[src/rtl/my_elements_pkg.sv]
// Shared element types for the 16-bit demultiplexer register slice.
package my_elements_pkg;

  // Routed data word.
  typedef shortint word_t;

  // Occupancy of a one-word holding slot.
  typedef enum logic {
    EMPTY = 1'b0,
    FULL  = 1'b1
  } slot_state_t;

  // Ready-to-load rule shared by every slot: free, or emptying this edge.
  function automatic logic slot_can_load(input slot_state_t st, input logic out_ready);
    return (st == EMPTY) || out_ready;
  endfunction

endpackage

[src/rtl/my_dmux16_reg_if.sv]
// Handshake bundle for my_dmux16_reg: one input stream, two output channels
// with per-channel transfer counters.
interface my_dmux16_reg_if #(
  parameter int unsigned CNT_W = 8
) ();
  import my_elements_pkg::*;

  word_t            in;
  logic             sel;
  logic             in_valid;
  logic             in_ready;

  word_t            out0;
  word_t            out1;
  logic             out_valid0;
  logic             out_valid1;
  logic             out_ready0;
  logic             out_ready1;

  logic [CNT_W-1:0] cnt0;
  logic [CNT_W-1:0] cnt1;

  // Producer/consumer side (testbench or surrounding logic).
  modport master (
    output in, sel, in_valid, out_ready0, out_ready1,
    input  in_ready, out0, out1, out_valid0, out_valid1, cnt0, cnt1
  );

  // Demultiplexer side.
  modport slave (
    input  in, sel, in_valid, out_ready0, out_ready1,
    output in_ready, out0, out1, out_valid0, out_valid1, cnt0, cnt1
  );

endinterface

[src/rtl/my_dmux16_slot.sv]
// One-word holding slot with a wrapping count of completed output transfers.
// A load on the same edge as a drain replaces the word and keeps the slot FULL.
module my_dmux16_slot
  import my_elements_pkg::*;
#(
  parameter int unsigned CNT_W = 8
) (
  input  logic             clk,
  input  logic             rst_n,
  input  logic             load,
  input  word_t            din,
  input  logic             out_ready,
  output logic             load_ready,
  output word_t            dout,
  output logic             valid,
  output logic [CNT_W-1:0] cnt
);

  slot_state_t      state_q;
  slot_state_t      state_d;
  word_t            data_q;
  logic [CNT_W-1:0] cnt_q;
  logic             drain;

  // Slot occupancy register.
  always_ff @(posedge clk or negedge rst_n) begin
    if (!rst_n) begin
      state_q <= EMPTY;
    end else begin
      state_q <= state_d;
    end
  end

  // Next occupancy and handshake outputs.
  always_comb begin
    state_d    = state_q;
    drain      = (state_q == FULL) && out_ready;
    load_ready = slot_can_load(state_q, out_ready);
    valid      = (state_q == FULL);
    case (state_q)
      EMPTY: begin
        if (load) begin
          state_d = FULL;
        end
      end
      FULL: begin
        if (drain && !load) begin
          state_d = EMPTY;
        end
      end
      default: begin
        state_d = EMPTY;
      end
    endcase
  end

  // Data word: kept after draining so the output shows the last loaded value.
  always_ff @(posedge clk or negedge rst_n) begin
    if (!rst_n) begin
      data_q <= '0;
    end else if (load) begin
      data_q <= din;
    end
  end

  // Completed output transfers, wrapping at the counter width.
  always_ff @(posedge clk or negedge rst_n) begin
    if (!rst_n) begin
      cnt_q <= '0;
    end else if (drain) begin
      cnt_q <= cnt_q + CNT_W'(1);
    end
  end

  assign dout = data_q;
  assign cnt  = cnt_q;

endmodule

[src/rtl/my_dmux16_reg.sv]
// 1-to-2 registered demultiplexer: sel steers each accepted word into the
// holding slot of channel 0 or channel 1.
module my_dmux16_reg
  import my_elements_pkg::*;
#(
  parameter int unsigned CNT_W = 8
) (
  input logic               clk,
  input logic               rst_n,
  my_dmux16_reg_if.slave    bus
);

  logic ready0;
  logic ready1;
  logic in_rdy;
  logic accept;
  logic load0;
  logic load1;

  // Ready follows the selected slot only; loads go only to the selected slot.
  always_comb begin
    in_rdy = bus.sel ? ready1 : ready0;
    accept = bus.in_valid && in_rdy;
    load0  = accept && !bus.sel;
    load1  = accept &&  bus.sel;
  end

  assign bus.in_ready = in_rdy;

  my_dmux16_slot #(
    .CNT_W (CNT_W)
  ) u_slot0 (
    .clk        (clk),
    .rst_n      (rst_n),
    .load       (load0),
    .din        (bus.in),
    .out_ready  (bus.out_ready0),
    .load_ready (ready0),
    .dout       (bus.out0),
    .valid      (bus.out_valid0),
    .cnt        (bus.cnt0)
  );

  my_dmux16_slot #(
    .CNT_W (CNT_W)
  ) u_slot1 (
    .clk        (clk),
    .rst_n      (rst_n),
    .load       (load1),
    .din        (bus.in),
    .out_ready  (bus.out_ready1),
    .load_ready (ready1),
    .dout       (bus.out1),
    .valid      (bus.out_valid1),
    .cnt        (bus.cnt1)
  );

endmodule

[src/flat_wrapper.sv]
// flat-port wrapper written by rule: the top's interface ports become plain ports
module my_dmux16_reg_flat import my_elements_pkg::*;
#(
  parameter int unsigned CNT_W = 8
)
  (clk, rst_n, bus_in, bus_sel, bus_in_valid, bus_out_ready0, bus_out_ready1, bus_in_ready, bus_out0, bus_out1, bus_out_valid0, bus_out_valid1, bus_cnt0, bus_cnt1);
  my_dmux16_reg_if #(.CNT_W(CNT_W)) bus_i ();
  input logic clk;
  input logic rst_n;
  input wire logic [$bits(bus_i.in)-1:0] bus_in;
  input wire logic [$bits(bus_i.sel)-1:0] bus_sel;
  input wire logic [$bits(bus_i.in_valid)-1:0] bus_in_valid;
  input wire logic [$bits(bus_i.out_ready0)-1:0] bus_out_ready0;
  input wire logic [$bits(bus_i.out_ready1)-1:0] bus_out_ready1;
  output wire logic [$bits(bus_i.in_ready)-1:0] bus_in_ready;
  output wire logic [$bits(bus_i.out0)-1:0] bus_out0;
  output wire logic [$bits(bus_i.out1)-1:0] bus_out1;
  output wire logic [$bits(bus_i.out_valid0)-1:0] bus_out_valid0;
  output wire logic [$bits(bus_i.out_valid1)-1:0] bus_out_valid1;
  output wire logic [$bits(bus_i.cnt0)-1:0] bus_cnt0;
  output wire logic [$bits(bus_i.cnt1)-1:0] bus_cnt1;
  assign bus_i.in = bus_in;
  assign bus_i.sel = bus_sel;
  assign bus_i.in_valid = bus_in_valid;
  assign bus_i.out_ready0 = bus_out_ready0;
  assign bus_i.out_ready1 = bus_out_ready1;
  assign bus_in_ready = bus_i.in_ready;
  assign bus_out0 = bus_i.out0;
  assign bus_out1 = bus_i.out1;
  assign bus_out_valid0 = bus_i.out_valid0;
  assign bus_out_valid1 = bus_i.out_valid1;
  assign bus_cnt0 = bus_i.cnt0;
  assign bus_cnt1 = bus_i.cnt1;
  my_dmux16_reg #(.CNT_W(CNT_W)) u_core (.clk(clk), .rst_n(rst_n), .bus(bus_i));
endmodule
[config.mk]
export PLATFORM = sky130hd
export DESIGN_NAME = my_dmux16_reg_flat
export DESIGN_NICKNAME = d
export VERILOG_FILES = /design/src/rtl/my_elements_pkg.sv /design/src/rtl/my_dmux16_reg_if.sv /design/src/rtl/my_dmux16_slot.sv /design/src/rtl/my_dmux16_reg.sv /design/src/flat_wrapper.sv
export SDC_FILE = /design/constraint.sdc
export NUM_CORES = 1
export LEC_CHECK = 0
export CAP_MARGIN = 40
export CORE_MARGIN = 2
export CORE_UTILIZATION = 32
export CTS_CLUSTER_SIZE = 10
export DETAILED_ROUTE_END_ITERATION = 10
export GPL_TIMING_DRIVEN = 0
export PLACE_DENSITY_LB_ADDON = 0.08
export SLEW_MARGIN = 0
export SYNTH_ARGS = -nofsm -noshare
export SYNTH_HDL_FRONTEND = slang
export SYNTH_SLANG_ARGS = --single-unit
[constraint.sdc]
create_clock -name clk -period 1.35 [get_ports clk]
set_input_delay 0.135 -clock clk [delete_from_list [all_inputs] [get_ports clk]]
set_output_delay 0.135 -clock clk [all_outputs]
set_load 0.01 [all_outputs]
# Word level (Yosys, flattened, before mapping)
# Cells that the tools add are included.
# word_totals
register_bits	50
in_bits	22
output_inout_bits	51
wordCells	29
# classes
n_addsub	2
muxes	7
bitwise_logic	2
reduce_logical	12
# ops
operator	count
$add 8x1->8 const B	2
$logic_and 1x1->1	7
$mux 1	5
$pmux 1 s2	2
$logic_not 1->1	3
$logic_or 1x1->1	2
$not 1->1	2

# Depth between registers and ports, before layout
# Gate-level depths: netlist of the first run.
# logic_depth
depth_word	9
mapped_depth	5
depth_no_buf	4

# Hierarchy
# From an unflattened synthesis of the first run, not the netlist that was laid out.
# unflattened
hier_cells	135
area_unflattened_um2	1999.4
# modules_own_cells
module	instances	cells_per_inst	area_each_um2	seq_area_each_um2
my_dmux16_slot	2	66	983.4	625.6
my_dmux16_reg	1	3	32.5	0.0

# Least setup slack after synthesis of the first run
# No wires, ideal clock.
# synth_path
path_type	reg-to-reg
start	register u_core.u_slot1.state_q (netlist: u_core.u_slot1.valid)
end	register u_core.u_slot1.data_q (netlist bit u_core.u_slot1.dout[11])
setup_time_ps	125
t_arrival_ps	1223
required_time_ps	1225
setup_slack_ps	3
path_stages_with_launch	6
n_path_buf	2
period_less_slack_ps	1347
cell_sequence	dfrtp_1 > nand2b_4 > nor2b_4 > buf_6 > buf_8 > mux2_2
# synth_between
elab_chain_cells	5
# synth_rtl
element	line_no	rtl
start: declaration	my_dmux16_slot.sv:19	slot_state_t state_q;
start signal: assignment	my_dmux16_slot.sv:30	state_q <= state_d;
$not 1->1	my_elements_pkg.sv:15	return (st == EMPTY) || out_ready;
$logic_or 1x1->1	my_elements_pkg.sv:15	
$mux 1	my_dmux16_reg.sv:22	in_rdy = bus.sel ? ready1 : ready0;
$logic_and 1x1->1	my_dmux16_reg.sv:23	accept = bus.in_valid && in_rdy;
$logic_and 1x1->1	my_dmux16_reg.sv:25	load1 = accept && bus.sel;
end signal: assignment	my_dmux16_slot.sv:62	data_q <= din;
end: declaration	my_dmux16_slot.sv:21	word_t data_q;
# Every way passes these cells.
# A chain may end at the register's enable or synchronous reset.

# Worst setup path after layout of the first run
# layout_path
start	register u_core.u_slot1.data_q (netlist bit u_core.u_slot1.dout[12])
end	output port bus_out1[12]
# layout_lines
element	line_no	rtl
end: declaration	flat_wrapper.sv:17	output wire logic [$bits(bus_i.out1)-1:0] bus_out1;
# No word-level cell between the ends.

==> results of run 1 <==
==> worst min-delay path by stage <==
stage / start / slack (ns) / endpoint / depth (start not counted)
after global placement: u_core.u_slot0.cnt[7] / 0.46 / u_core.u_slot0.cnt[7] / 1
after CTS: rst_n / 0.26 / u_core.u_slot1.cnt[6] / 2
after floorplan: rst_n / -0.16 / u_core.u_slot0.cnt[0] / 0
after global routing: rst_n / 0.29 / u_core.u_slot0.dout[8] / 2
final: rst_n / 0.27 / u_core.u_slot1.cnt[6] / 2
after detailed placement: rst_n / 0.05 / u_core.u_slot1.cnt[6] / 1
==> timing repair <==
action	4_1_cts	5_1_grt
hold buffers	1	0
gates resized for setup	26	32
endpoints found under the hold margin	12	0
setup endpoints to repair	44	43
setup buffers	13	0
==> stage by stage <==
step / setup TNS [ns] / hold WS (ns)
2_1_floorplan: 0 / -0.161
3_5_place_dp: -8.60 / 0.0500
6_report: 0 / 0.266
4_1_cts: 0 / 0.264
5_1_grt: 0 / 0.288
3_3_place_gp: -71.71 / 0.456
==> power groups by stage <==
stage | Clock, mW | Sequential [mW] | Combinational, mW
final | 0.861 | 2.05 | 1.68
after global routing | 0.979 | 2.11 | 1.81
after CTS | 0.909 | 2.07 | 1.76
after detailed placement | 0 | 2.18 | 1.58
after global placement | 0 | 2.16 | 1.55
after floorplan | 0 | 2.31 | 0.502
==> routing by layer <==
metal	GRT usage (%)	up-vias	routed length, um
li1	-	657	-
met1	16.0	665	1830
met2	21.3	46	2110
met3	3.93	5	285
met4	3.96	0	36
met5	0	-	0
==> cells in the final DEF, fill, tap and decap left out, types with 2 or more instances in the layout <==
cell             instances
ha_1                     2
dlygate4sd2_1           18
buf_12                   2
mux2_2                  25
nand2_1                  9
inv_1                    2
nand2b_4                 2
nand3_1                  4
xnor2_1                  8
dlymetal6s2s_1          30
dfrtp_1                 48
buf_2                    2
nor2_1                   4
dfrtp_2                  2
clkbuf_8                 6
xor2_1                   6
clkdlybuf4s50_1         22
nor3_1                   3
nand4_1                  4
buf_4                   13
mux2_4                  10
==> flip-flops by register name (all words and copies together), names as in the netlist <==
signal,cells
u_core.u_slot0.dout,16
u_core.u_slot1.dout,16
u_core.u_slot0.cnt,8
u_core.u_slot1.cnt,8
u_core.u_slot0.valid,1
u_core.u_slot1.valid,1
==> layout make-up <==
class	instances	area, um2
repair buffers	87	891
plain buffers	2	35.0
inverters	2	7.51
flip-flops and latches	50	1250
clock buffers	7	86.3
clock inverters	1	5.00
well taps	77	96.3
multi-input cells	82	774
fillers	566	3130
==> logic make-up (layout without fill, tap and decap cells) <==
kind of cell / count (synthesis) / in the layout / share of synthesized area, %
simple gates: 31 / 31 / 9.15
mux: 35 / 35 / 20.9
xor+xnor: 14 / 14 / 5.94
fa+ha+maj: 2 / 2 / 1.21
flops: 50 / 50 / 60.6
buf+inv: 5 / 99 / 2.18
==> run summary, run 1 <==
Outcome = finished clean
Standby leakage power = 1.71 nW
Clock Skews = 0.00414 ns
Die width = 84.3 um
Cell taking the most area after synthesis = dfrtp_1
CP cell instances = clkdlybuf4s50_1
Yosys cell types = 20
Worst reg2reg path depth = 4
Crit path launch = u_core.u_slot1.dout[12]
DRC viols = 0
NetSw = 1.35 mW
Antenna cells = 0
Post-synth EDFFs = 0
Asr flop ratio synth = 100%
Max stage delay on crit path = 0.53 ns
Vias/cell = 4.46
Worst R2R Setup Slack = 0.05 ns
Synth top area share = 60.6%
Remaining global-route overflow = 0
Num rows = 29
Worst-path clk slew = 0.08 ns
1st-iter DRT viols = 21
Core area = 6280 um2
Die H = 84.3 um
Fin crit period = 1.30 ns
First-pass GRT wire length = 7.23 mm
Req. time, crit path = 1.22 ns
Full die area = 7110 um2
Clock tree buffer depth = 2
Clock power share = 18.8%
WP depth = 1
Total track usage = 12.8%
Slew Viols, Final = 0
Clock latency at the later pin of the worst-skew pair = 0.29 ns
I/O pin count = 73
Dpl ws = -0.366 ns
Most frequent cell after synthesis = dfrtp_1
Syn_area_per_cell = 15.1 um2
Setup crit end = bus_out1[12]
RSZ-0062 raised after global routing = false
Sequential Power Share = 44.7%
Port Buf Inserts = 72
Slowest cell on crit path = clkdlybuf4s50_1
Design area = 3150 um2
Syn Nets = 161
Period utilization = 96.6%
Root Driver = clkbuf_8
Top Family by Delay on Critical Path = buffers and inverters
Startpoint types = flop
Cells after Synth = 137
Post-Place Cells = 287
Drt first pass iters = 4
CP endpoint kind = output port
Main synth FF type = dfrtp_1
Pwr Total = 4.59 mW
Synthesis-to-finish area growth = 52.5%
Post-Route WL = 4.27 mm
Total Nets Final = 254
Syn Std Cell Area = 2060 um2
Via count = 1373
Maximum Capacitance Violations = 0
Synth Warn # = 0
Routability cong. = 0.662
WP data arrival = 1.17 ns
Critical R2R Capture = u_core.u_slot1.dout[14]
Detail Placement HPWL = 3.13 mm
Worst Max-Slew Pin Slew = 0.317 ns
Largest cells by area after synthesis = dfrtp_1 61%, mux2_2 14%, mux2_4 7.3%
Buf/Inv on CP = 1
Fin. Hold Viols = 0
CTS sink cnt = 50
#FFs+latches synth = 50
Placed cell area = 2900 um2
Starting Density = 32.9%
Crit path setup slack, layout = 0.0462 ns
Synth cell count leaders = 50 x dfrtp_1, 25 x mux2_2, 10 x mux2_4, 9 x nand2_1, 8 x xnor2_1
Final core occ = 50.2%
DRT antenna net count = 0
Sequential-to-total area share from yosys stat = 60.6%
Power Density = 1460 nW/um2
Fmax = 767 MHz
Vias in the first global route = 1498
Kind of critical path = flop to output port
Max VDD drop = 0.801 mV
Largest net degree at the start of global routing = 39
Setup violators final = 0
Reg-to-reg startpoint = u_core.u_slot1.valid
Non-Filler Instances = 308
Switch share = 29.3%
H-tree depth = 2
Crit path max fanout = 2
Logic pwr share = 36.5%
Routed len/inst = 13.8 um
P_int = 3.24 mW
Layout cell share with drive strength beyond 1 = 29.0%
Initial antenna violation count = 0
CTS tree = yes
TritonCTS Buffers = 5
Slew headroom = 78.9%
Min-delay worst type = input port to asynchronous set/reset pin
Power figures use the tool's default switching activity.
==> inputs of run 2 (changes only) <==
Settings changed: TNS_END_PERCENT from default to 100.
==> results of run 2 <==
Same layout as run 1: the final DEF is identical, and so are final timing and power.
==> inputs of run 3 (changes only) <==
Settings changed: ABC_AREA from default to 0, MAX_ROUTING_LAYER from default to met4.
==> run summary, run 3 (same netlist as run 1, synthesis figures left out) <==
Remaining global-route overflow = 0
H-tree depth = 2
Setup TNS = 0 ns
CTS tree = yes
Multi-input gate area = 774 um2
Dpl ws = -0.366 ns
I/O pin count = 73
Setup violators final = 0
Clock latency at the later pin of the worst-skew pair = 0.29 ns
Clock tree buffer depth = 2
Fin. Hold Viols = 0
Root Driver = clkbuf_8
DRC viols = 0
Die width = 84.3 um
Starting Density = 32.9%
Startpoint types = flop
Slew headroom = 78.9%
Routed len/inst = 13.9 um
TritonCTS Buffers = 5
Vias/cell = 4.45
Initial antenna violation count = 0
Maximum Capacitance Violations = 0
CTS sink cnt = 50
Standby leakage power = 1.71 nW
Layout cell share with drive strength beyond 1 = 29.0%
Via count = 1370
Max VDD drop = 0.801 mV
Largest net degree at the start of global routing = 39
Total of fill cells in the finished design = 566
Hold_ws = 0.266 ns
Slew Viols, Final = 0
Crit path setup slack, layout = 0.0476 ns
Antenna cells = 0
First-pass GRT wire length = 7.24 mm
Max stage delay on crit path = 0.53 ns
Worst Max-Slew Pin Slew = 0.317 ns
Post-Place Cells = 287
Register Area = 1250 um2
Post-Route WL = 4.27 mm
Kind of critical path = flop to output port
Port Buf Inserts = 72
Design area = 3150 um2
Core area = 6280 um2
Synthesis-to-finish area growth = 52.5%
Top Family by Delay on Critical Path = buffers and inverters
CP cell instances = clkdlybuf4s50_1
Detail Placement HPWL = 3.13 mm
Crit path max fanout = 2
DRT antenna net count = 0
WP data arrival = 1.17 ns
Routability cong. = 0.669
CP endpoint kind = output port
Commonest non-fill, non-tap cell in the layout = dfrtp_1
Num rows = 29
Total Nets Final = 254
Min-delay worst type = input port to asynchronous set/reset pin
Req. time, crit path = 1.22 ns
Total track usage = 13.2%
Most frequent cells in the layout = 48 x dfrtp_1, 30 x dlymetal6s2s_1, 25 x mux2_2, 22 x clkdlybuf4s50_1, 18 x dlygate4sd2_1
Non-Filler Instances = 308
1st-iter DRT viols = 25
Fmax = 768 MHz
Fin crit period = 1.30 ns
Worst-path clk slew = 0.08 ns
Die H = 84.3 um
RSZ-0062 raised after global routing = false
Vias in the first global route = 1496
Placed cell area = 2900 um2
Slowest cell on crit path = clkdlybuf4s50_1
Drt first pass iters = 4
Full die area = 7110 um2
Buf/Inv on CP = 1
Clock Skews = 0.00456 ns
Power Density = 1460 nW/um2
Period utilization = 96.5%
Outcome = finished clean
-- run 3: cell counts in the layout (fill, tap and decap cells not counted) --
Identical to the previous run, type by type.
-- run 3: timing repair --
action                                 4_1_cts  5_1_grt
cloned                                       0        0
endpoints found under the hold margin       12        0
gates resized for setup                     26       32
hold buffers                                 1        0
buffers inserted                            13        0
setup endpoints to repair                   44       43
-- run 3: area by class of cell --
cell class                      instances  share of cell area, %
Sequential cell                        50                   39.8
Timing Repair Buffer                   87                   28.3
Multi-Input combinational cell         82                   24.6
Inverter                                2                  0.238
Clock buffer                            7                   2.74
Tap cell                               77                   3.06
Buffer                                  2                   1.11
Clock inverter                          1                  0.159
-- run 3: routing by layer --
layer	track usage, %	wire length (um)	vias up
li1	-	-	657
met1	16.2	1840	662
met5	-	0	-
met3	3.74	274	5
met2	21.3	2130	46
met4	3.96	35	0
-- run 3: metrics by stage --
| step | power (mW) | util [%] |
|---|---|---|
| 2_1_floorplan | 2.81 | - |
| 5_1_grt | 4.90 | 50.2 |
| 3_3_place_gp | 3.71 | 45.9 |
| 6_report | 4.59 | 50.2 |
| 4_1_cts | 4.74 | 48.8 |
| 3_5_place_dp | 3.77 | 46.1 |
-- run 3: path summary, 6_finish.rpt --
path,from,slack (ns),end,depth (start not counted)
setup reg to reg,u_core.u_slot1.valid,0.05,u_core.u_slot1.dout[14],4
hold / removal,rst_n,0.27,u_core.u_slot1.cnt[6],2
hold reg to reg,u_core.u_slot1.cnt[7],0.47,u_core.u_slot1.cnt[7],1
max in group asynchronous,rst_n,0.58,u_core.u_slot0.valid,3
setup / recovery,u_core.u_slot1.dout[12],0.05,bus_out1[12],1
min in group clk,bus_out_ready0,0.35,u_core.u_slot0.cnt[2],3
-- run 3: power by group --
group | internal [mW] | switching (mW) | leakage (nW)
registers | 1.85 | 0.204 | 0.596
clock network | 0.414 | 0.447 | 0.0482
logic | 0.983 | 0.695 | 1.07
